<file path="src/rtl/instr_fetch_pkg.sv">
// Shared constants, state encoding and buffer entry layout for the instruction fetch unit.
package instr_fetch_pkg;

  localparam int unsigned XLEN = 32;
  localparam int unsigned ILEN = 32;

  localparam logic [XLEN-1:0] RESET_PC_DEFAULT = 32'h0000_0000;
  localparam logic [XLEN-1:0] PC_STEP          = 32'd4;

  typedef enum logic {
    ST_RUN   = 1'b0,
    ST_DRAIN = 1'b1
  } fetch_state_e;

  typedef struct packed {
    logic [XLEN-1:0] pc;
    logic [ILEN-1:0] instr;
  } fetch_entry_t;

  function automatic logic [XLEN-1:0] align_word(input logic [XLEN-1:0] addr);
    return {addr[XLEN-1:2], 2'b00};
  endfunction

endpackage

</file>
<file path="src/rtl/instr_fetch_fifo.sv">
// Small synchronous FIFO with flush; head reads as zero while empty.
module instr_fetch_fifo #(
  parameter int unsigned DEPTH = 2,
  parameter int unsigned WIDTH = 32
) (
  input  logic                         clk,
  input  logic                         rst_n,
  input  logic                         i_flush,
  input  logic                         i_push,
  input  logic [WIDTH-1:0]             i_data,
  input  logic                         i_pop,
  output logic [WIDTH-1:0]             o_head,
  output logic [$clog2(DEPTH+1)-1:0]   o_count
);

  localparam int unsigned PW = $clog2(DEPTH);
  localparam int unsigned CW = $clog2(DEPTH + 1);

  logic [WIDTH-1:0] r_mem [DEPTH];
  logic [PW-1:0]    r_wr_ptr;
  logic [PW-1:0]    r_rd_ptr;
  logic [CW-1:0]    r_count;
  logic             w_push;
  logic             w_pop;

  assign w_push = i_push & ~i_flush;
  assign w_pop  = i_pop & ~i_flush & (r_count != '0);

  always_ff @(posedge clk or negedge rst_n) begin
    if (!rst_n) begin
      r_wr_ptr <= '0;
      r_rd_ptr <= '0;
      r_count  <= '0;
    end else if (i_flush) begin
      r_wr_ptr <= '0;
      r_rd_ptr <= '0;
      r_count  <= '0;
    end else begin
      if (w_push) r_wr_ptr <= r_wr_ptr + PW'(1);
      if (w_pop)  r_rd_ptr <= r_rd_ptr + PW'(1);
      r_count <= r_count + CW'(w_push) - CW'(w_pop);
    end
  end

  // NOTE: the storage array is not reset; the head is masked by the count, so stale words never escape.
  always_ff @(posedge clk) begin
    if (w_push) r_mem[r_wr_ptr] <= i_data;
  end

  assign o_head  = (r_count != '0) ? r_mem[r_rd_ptr] : '0;
  assign o_count = r_count;

endmodule

</file>
<file path="src/rtl/instr_fetch.sv">
// Instruction fetch: credit-limited request issue, in-order response capture,
// redirect flush with discard of in-flight responses.
module instr_fetch
  import instr_fetch_pkg::*;
#(
  parameter logic [XLEN-1:0] RESET_PC = RESET_PC_DEFAULT,
  parameter int unsigned     DEPTH    = 2
) (
  input  logic            clk,
  input  logic            rst_n,
  output logic            out_mem_req_valid,
  output logic [XLEN-1:0] out_mem_req_addr,
  input  logic            in_mem_req_ready,
  input  logic            in_mem_resp_valid,
  input  logic [ILEN-1:0] in_mem_resp_data,
  input  logic            in_redirect_valid,
  input  logic [XLEN-1:0] in_redirect_addr,
  input  logic            in_stall,
  output logic            out_valid,
  output logic [ILEN-1:0] out_instr,
  output logic [XLEN-1:0] out_pc
);

  localparam int unsigned CW = $clog2(DEPTH + 1);
  localparam int unsigned SW = CW + 1;

  logic [XLEN-1:0] r_pc;
  fetch_state_e    r_state;
  logic [CW-1:0]   r_discard;

  logic [CW-1:0]   w_outstanding;
  logic [CW-1:0]   w_outstanding_next;
  logic [CW-1:0]   w_fifo_count;
  logic [SW-1:0]   w_credit_used;
  logic [XLEN-1:0] w_issue_pc;
  fetch_entry_t    w_push_entry;
  fetch_entry_t    w_head;
  logic            w_fire;
  logic            w_resp_accept;
  logic            w_push;
  logic            w_pop;

  // Outstanding requests and buffered instructions share one credit pool.
  assign w_credit_used     = SW'(w_outstanding) + SW'(w_fifo_count);
  assign out_mem_req_valid = rst_n & ~in_redirect_valid & (w_credit_used < SW'(DEPTH));
  assign out_mem_req_addr  = r_pc;

  assign w_fire             = out_mem_req_valid & in_mem_req_ready;
  assign w_resp_accept      = in_mem_resp_valid & (w_outstanding != '0);
  assign w_outstanding_next = w_outstanding + CW'(w_fire) - CW'(w_resp_accept);
  assign w_push             = w_resp_accept & (r_state == ST_RUN) & ~in_redirect_valid;
  assign w_pop              = out_valid & ~in_stall & ~in_redirect_valid;
  assign w_push_entry       = '{pc: w_issue_pc, instr: in_mem_resp_data};

  // Issue-order pc of every in-flight request; never flushed so drained responses stay paired.
  instr_fetch_fifo #(
    .DEPTH (DEPTH),
    .WIDTH (XLEN)
  ) u_pc_track (
    .clk     (clk),
    .rst_n   (rst_n),
    .i_flush (1'b0),
    .i_push  (w_fire),
    .i_data  (r_pc),
    .i_pop   (w_resp_accept),
    .o_head  (w_issue_pc),
    .o_count (w_outstanding)
  );

  instr_fetch_fifo #(
    .DEPTH ($bits(fetch_entry_t) > 0 ? DEPTH : 1),
    .WIDTH ($bits(fetch_entry_t))
  ) u_prefetch (
    .clk     (clk),
    .rst_n   (rst_n),
    .i_flush (in_redirect_valid),
    .i_push  (w_push),
    .i_data  (w_push_entry),
    .i_pop   (w_pop),
    .o_head  (w_head),
    .o_count (w_fifo_count)
  );

  always_ff @(posedge clk or negedge rst_n) begin
    if (!rst_n) begin
      r_pc      <= RESET_PC;
      r_state   <= ST_RUN;
      r_discard <= '0;
    end else if (in_redirect_valid) begin
      // The fire term is zero here, so outstanding_next is what is left in flight after this cycle.
      r_pc      <= align_word(in_redirect_addr);
      r_discard <= w_outstanding_next;
      r_state   <= (w_outstanding_next != '0) ? ST_DRAIN : ST_RUN;
    end else begin
      if (w_fire) r_pc <= r_pc + PC_STEP;
      if ((r_state == ST_DRAIN) && w_resp_accept) begin
        r_discard <= r_discard - CW'(1);
        if (r_discard == CW'(1)) r_state <= ST_RUN;
      end
    end
  end

  assign out_valid = (w_fifo_count != '0);
  assign out_instr = w_head.instr;
  assign out_pc    = w_head.pc;

endmodule

</file>
<file path="config.mk">
export PLATFORM = sky130hd
export DESIGN_NAME = instr_fetch
export DESIGN_NICKNAME = d
export VERILOG_FILES = /design/src/rtl/instr_fetch_pkg.sv /design/src/rtl/instr_fetch_fifo.sv /design/src/rtl/instr_fetch.sv
export SDC_FILE = /design/constraint.sdc
export NUM_CORES = 1
export LEC_CHECK = 0
export CAP_MARGIN = 5
export CORE_MARGIN = 2
export CORE_UTILIZATION = 45
export DETAILED_ROUTE_END_ITERATION = 7
export HOLD_SLACK_MARGIN = 0.08
export PLACE_DENSITY = 0.69
export SETUP_SLACK_MARGIN = 0.1
export SYNTH_ARGS = -nofsm -noshare
export SYNTH_HDL_FRONTEND = slang
export SYNTH_HIERARCHICAL = 1
export SYNTH_SLANG_ARGS = --single-unit
</file>
<file path="constraint.sdc">
create_clock -name clk -period 9.6 [get_ports clk]
set_clock_uncertainty 0.15 [all_clocks]
set_input_delay 2.88 -clock clk [delete_from_list [all_inputs] [get_ports clk]]
set_output_delay 2.88 -clock clk [all_outputs]
set_load 0.02 [all_outputs]
</file>
## Yosys cells after proc, flatten, opt, wreduce, memory -nomap -nowiden

Memories as Yosys holds them, arrays and structs flattened.
Index checks and enable logic that the tools add are counted.

| word-level totals | value |
|---|---|
| flip-flop bits (word level) | 43 |
| bits in writable memories | 192 |
| input bits | 70 |
| output and inout bits | 98 |
| logic and storage cells | 69 |
| memories | 2 |

Memories:

| memory | depth | bits a word | rd ports | clocked after memory_dff | wr ports | line | text |
|---|---|---|---|---|---|---|---|
| u_prefetch.r_mem | 2 | 64 | 1 | 0 | 1 | instr_fetch_fifo.sv:19 | `logic [WIDTH-1:0] r_mem [DEPTH];` |
| u_pc_track.r_mem | 2 | 32 | 1 | 0 | 1 | instr_fetch_fifo.sv:19 |  |

| operators by class | value |
|---|---|
| $add $sub $neg | 12 |
| magnitude comparators | 1 |
| equality and inequality tests | 1 |
| mux-type cells | 19 |
| bitwise operators | 15 |
| reductions and logical operators | 10 |

Operators by type and width:

| kind | count |
|---|---|
| 32-bit two-way mux | 3 |
| 64-bit two-way mux | 1 |
| 32-bit by 3-bit adder with 32-bit output (second input constant) | 1 |
| 2-bit nonzero test | 8 |
| 1-bit bitwise AND | 12 |
| 1-bit two-way mux | 12 |
| 2-bit two-way mux | 3 |
| 2-bit by 1-bit subtractor with 2-bit output | 3 |
| 1-bit adder (second input constant) | 4 |
| 2-bit by 1-bit adder with 2-bit output | 2 |
| 2-bit by 2-bit adder with 3-bit output | 1 |
| 3-bit by 2-bit < comparator with 1-bit output (second input constant) | 1 |
| 1-bit NOT | 3 |
| 2-bit by 1-bit == test with 1-bit output (second input constant) | 1 |
| 2-bit AND reduction | 1 |
| 2-bit by 1-bit subtractor with 2-bit output (second input constant) | 1 |
| 1-bit logical AND | 1 |

## Longest topological paths before layout

| logic depth | value |
|---|---|
| depth after elaboration | 9 |
| mapped depth | 11 |
| gate-level depth less buffers | 11 |

## Cells and area by module

The synthesis kept the hierarchy.

By module, submodules not included:

| module | instances | cells an instance | area an instance (µm²) | sequential area each (µm²) |
|---|---|---|---|---|
| instr_fetch_fifo (u_prefetch) | 1 | 291 | 5,106.1 | 3,943.8 |
| instr_fetch_fifo (u_pc_track) | 1 | 157 | 2,660.1 | 2,021.9 |
| instr_fetch | 1 | 231 | 2,112.0 | 825.8 |

## Worst setup path after synthesis

No wires, ideal clock.

| path | value |
|---|---|
| kind | input -> register |
| start point | input in_redirect_valid |
| end point | memory u_prefetch/r_mem[0][0] (netlist bit), enable pin |
| library setup time | 494 ps |
| arrival | 6,634 ps |
| required time | 8,956 ps |
| slack | 2,322 ps |
| cell stages on the path | 5 |
| path buffers | 2 |
| path through | clkbuf_1 clkbuf_1 nor3b_1 nor2b_1 nor2b_1 |

| between the ends | value |
|---|---|
| longest elaborated chain between the ends | 5 |

RTL lines:

| item | line | text |
|---|---|---|
| start: declaration | instr_fetch.sv:16 | `input logic in_redirect_valid,` |
| 1-bit NOT | instr_fetch.sv:51 | `assign w_push = w_resp_accept & (r_state == ST_RUN) & ~in_redirect_valid;` |
| 1-bit bitwise AND | instr_fetch.sv:51 |  |
| named net w_push | instr_fetch.sv:40 | `logic w_push;` |
| 1-bit bitwise AND | instr_fetch_fifo.sv:26 | `assign w_push = i_push & ~i_flush;` |
| 1-bit two-way mux | instr_fetch_fifo.sv:47 | `if (w_push) r_mem[r_wr_ptr] <= i_data;` |
| 1-bit two-way mux (not written as such) | instr_fetch_fifo.sv:47 |  |
| end: declaration | instr_fetch_fifo.sv:19 |  |

The timed path passes the listed nets, and every way through them passes these cells.

## Worst setup path after layout

| path | value |
|---|---|
| start point | input rst_n |
| end point | output out_mem_req_valid |

| between the ends | value |
|---|---|
| longest elaborated chain between the ends | 2 |

RTL lines:

| item | line | text |
|---|---|---|
| start: declaration | instr_fetch.sv:10 | `input logic rst_n,` |
| 1-bit bitwise AND (2 in a row) | instr_fetch.sv:45 | `assign out_mem_req_valid = rst_n & ~in_redirect_valid & (w_credit_used < SW'(DEPTH));` |
| end: declaration | instr_fetch.sv:11 | `output logic out_mem_req_valid,` |

Every way passes these cells.

==> results.json <==
{
  "synth_area_leaders": "edfxtp_1 (58%), dfrtp_1 (10%), mux2i_1 (9.9%)",
  "max_stage_delay_ns": 0.61,
  "fin_tns_setup_ns": 0,
  "layout_commonest_cell": "edfxtp_1",
  "drcViolationCount": 0,
  "synthDominantCellAreaShare_pct": 58.4,
  "htreeDepth": 1,
  "cts_sinks": 233,
  "seq_area_frac_synth_pct": 68.8,
  "vias": 5793,
  "seq_area_sq_um": 6800,
  "die_area_sq_um": 23200,
  "dpl-instance-area_sq_um": 11700,
  "clk_pin_slew_ns": 0.06,
  "clk_latency_ns": 0.50,
  "max_freq_ghz": 0.130,
  "worst_setup_path_end_kind": "primary output",
  "slew_violations": 0,
  "status": "finished clean",
  "final_cell_mix": "edfxtp_1 (192), clkdlybuf4s50_1 (161), nor2_1 (111)",
  "hpwl_um": 12200,
  "fin_crit_sh_pct": 79.9,
  "yosysTopAreaCell": "edfxtp_1",
  "cp-start-kind": "primary input",
  "core_area_sq_um": 21700,
  "irDropWorstVdd_v": 0.000109,
  "routabilityCongestion": 0.799,
  "grt-ovfl-total": 0,
  "synth.avg_cell_area_sq_um": 14.5,
  "synth_edf_count": 192,
  "ctsResizeCount": 0,
  "rsz0062_at_grt": "false",
  "wl_met2_um": 9500,
  "setup_viol": 0,
  "p_leak_uw": 0.00422,
  "track_usage_pct": 16.8,
  "routed.top_layer": "met4",
  "n_fill_cell": 1721,
  "p_per_area_nw_per_um2": 175,
  "relSlewSlack_pct": 32.2,
  "cts_tree": "done",
  "clk_path_buf_depth": 3,
  "rows": 54,
  "area_delta_synth_final_pct": 26.6,
  "drive_gt1_share_pct": 8.11,
  "cap_viol_max_count": 0,
  "syn_inst": 679,
  "die_y_um": 152,
  "worstMarginPinSlew_ns": 1.02,
  "cts-root-buf": "clkbuf_16",
  "synth_seq_cells": 233,
  "crit_fanout": 44,
  "diodes": 0,
  "firstDrtPassIters": 4,
  "routed_wl_um": 19500,
  "design_area_sq_um": 12500,
  "post-route-min-period_ns": 7.67,
  "path_cells": "buf_2 -> buf_4 -> or3b_4 -> nor2_1 -> clkdlybuf4s50_1",
  "cts_hold_buf": 0,
  "synth_ff_type": "edfxtp_1",
  "yosysUniqueCellTypes": 51,
  "yosys_warnings": 6,
  "start_util_pct": 45.5,
  "r2r_slack_ns": 6.41,
  "port_buffers": 163,
  "antenna_found_initial": 0,
  "cp_data_required_time_ns": 6.57,
  "drtAntennaViolNets": 0,
  "hp-class": "reg2reg",
  "vias_per_cell": 5.02,
  "grt_max_degree": 75,
  "die_w_um": 152,
  "ios": 168,
  "first_global_vias": 5902,
  "drt-initial-drc-count": 259,
  "wl_per_cell_um": 16.9,
  "cts-buffers-inserted": 24,
  "grt_pass1_wl_um": 31300,
  "arrival_ns": 4.64,
  "async_flop_share_pct": 17.6,
  "multi_input_area_sq_um": 2840,
  "cpMaxStageDelayCell": "clkdlybuf4s50_1",
  "final_net_count": 936,
  "final-hold-violation-count": 0,
  "wl_met1_um": 8830,
  "post_cts_buffers": 0,
  "synth_area_sq_um": 9880,
  "crit_type": "in2out",
  "routed-wl-met3_um": 951
}
cell families after synthesis:
logic type / after synthesis / share of synthesized area, %
xor+xnor: 27 / 2.67
simple gates: 227 / 11.7
buf+inv: 41 / 3.17
fa+ha+maj: 9 / 1.22
other cells: 1 / 0.0380
flops: 233 / 68.8
compound gates: 41 / 2.32
mux: 100 / 10.2
where the power goes:
group / internal (uW) / switching (uW)
Clock: 554 / 361
Combinational: 64.9 / 62.0
Sequential: 1120 / 32.1
synthesized netlist by cell type, types with 9 or more instances:
| master | instances |
|---|---|
| nor2b_1 | 12 |
| o21ai_0 | 28 |
| inv_1 | 9 |
| nand2_1 | 42 |
| xor2_1 | 15 |
| mux2i_1 | 98 |
| edfxtp_1 | 192 |
| buf_2 | 11 |
| nand4_1 | 12 |
| nor2_1 | 112 |
| xnor2_1 | 10 |
| dfrtp_1 | 41 |
metrics by stage:
| stage | power [uW] | cells | util (%) | hold slack (ns) | worst slack (ns) |
|---|---|---|---|---|---|
| final | 2190 | 1155 | 57.6 | 0.417 | 1.93 |
| after global routing | 2270 | 1155 | 57.6 | 0.456 | 1.79 |
| after CTS | 2210 | 1155 | 57.6 | 0.410 | 1.90 |
| after detailed placement | 1300 | 1111 | 54.0 | 0.391 | 1.91 |
| after global placement | 1290 | 1111 | 54.0 | 0.384 | 1.90 |
| after floorplan | 1210 | 691 | - | 0.365 | 2.32 |
cell type report:
| type | instances | share of cell area [%] |
|---|---|---|
| sequential | 233 | 54.4 |
| clock inverter | 11 | 0.881 |
| clock buffer | 33 | 5.48 |
| tap | 280 | 2.80 |
| timing repair buffer | 172 | 13.5 |
| inverter | 9 | 0.270 |
| multi-input combinational | 417 | 22.7 |
per-layer routing:
layer | GRT usage [%] | vias to the layer above
li1 | - | 2814
met1 | 23.2 | 2797
met2 | 28.3 | 165
met3 | 2.76 | 17
met4 | 3.83 | 0
met5 | 0 | -
registers in the layout (all words and copies together), names as in the netlist:
signal and count:
u_pc_track/o_count 2, u_pc_track/r_wr_ptr 1, u_pc_track/r_mem 64, r_discard 2, r_state 1, u_prefetch/r_mem 128
u_prefetch/r_wr_ptr 1, out_mem_req_addr 30, u_prefetch/o_count 2, u_prefetch/r_rd_ptr 1, u_pc_track/r_rd_ptr 1
worst max-delay path: cells and delay by family:
| kind | cells | cell delay, ns |
|---|---|---|
| buffers and inverters | 3 | 1.16 |
| and+or+nand+nor | 2 | 0.58 |
path summary, 6_finish.rpt:
path,start,end,cells after the start
max reg2reg,u_prefetch/o_count[0]$_DFF_PN0_,u_pc_track/r_mem[0][2]$_DFFE_PP_,8
min,out_mem_req_addr[31]$_DFFE_PN0P_,u_pc_track/r_mem[0][31]$_DFFE_PP_,0
max in group asynchronous,rst_n,u_prefetch/r_rd_ptr$_DFFE_PN0P_,2
max,rst_n,out_mem_req_valid,5
min reg2reg,out_mem_req_addr[31]$_DFFE_PN0P_,u_pc_track/r_mem[0][31]$_DFFE_PP_,0
min in group asynchronous,rst_n,out_mem_req_addr[18]$_DFFE_PN0P_,2
No activity file was read; power rests on OpenSTA's default activity.
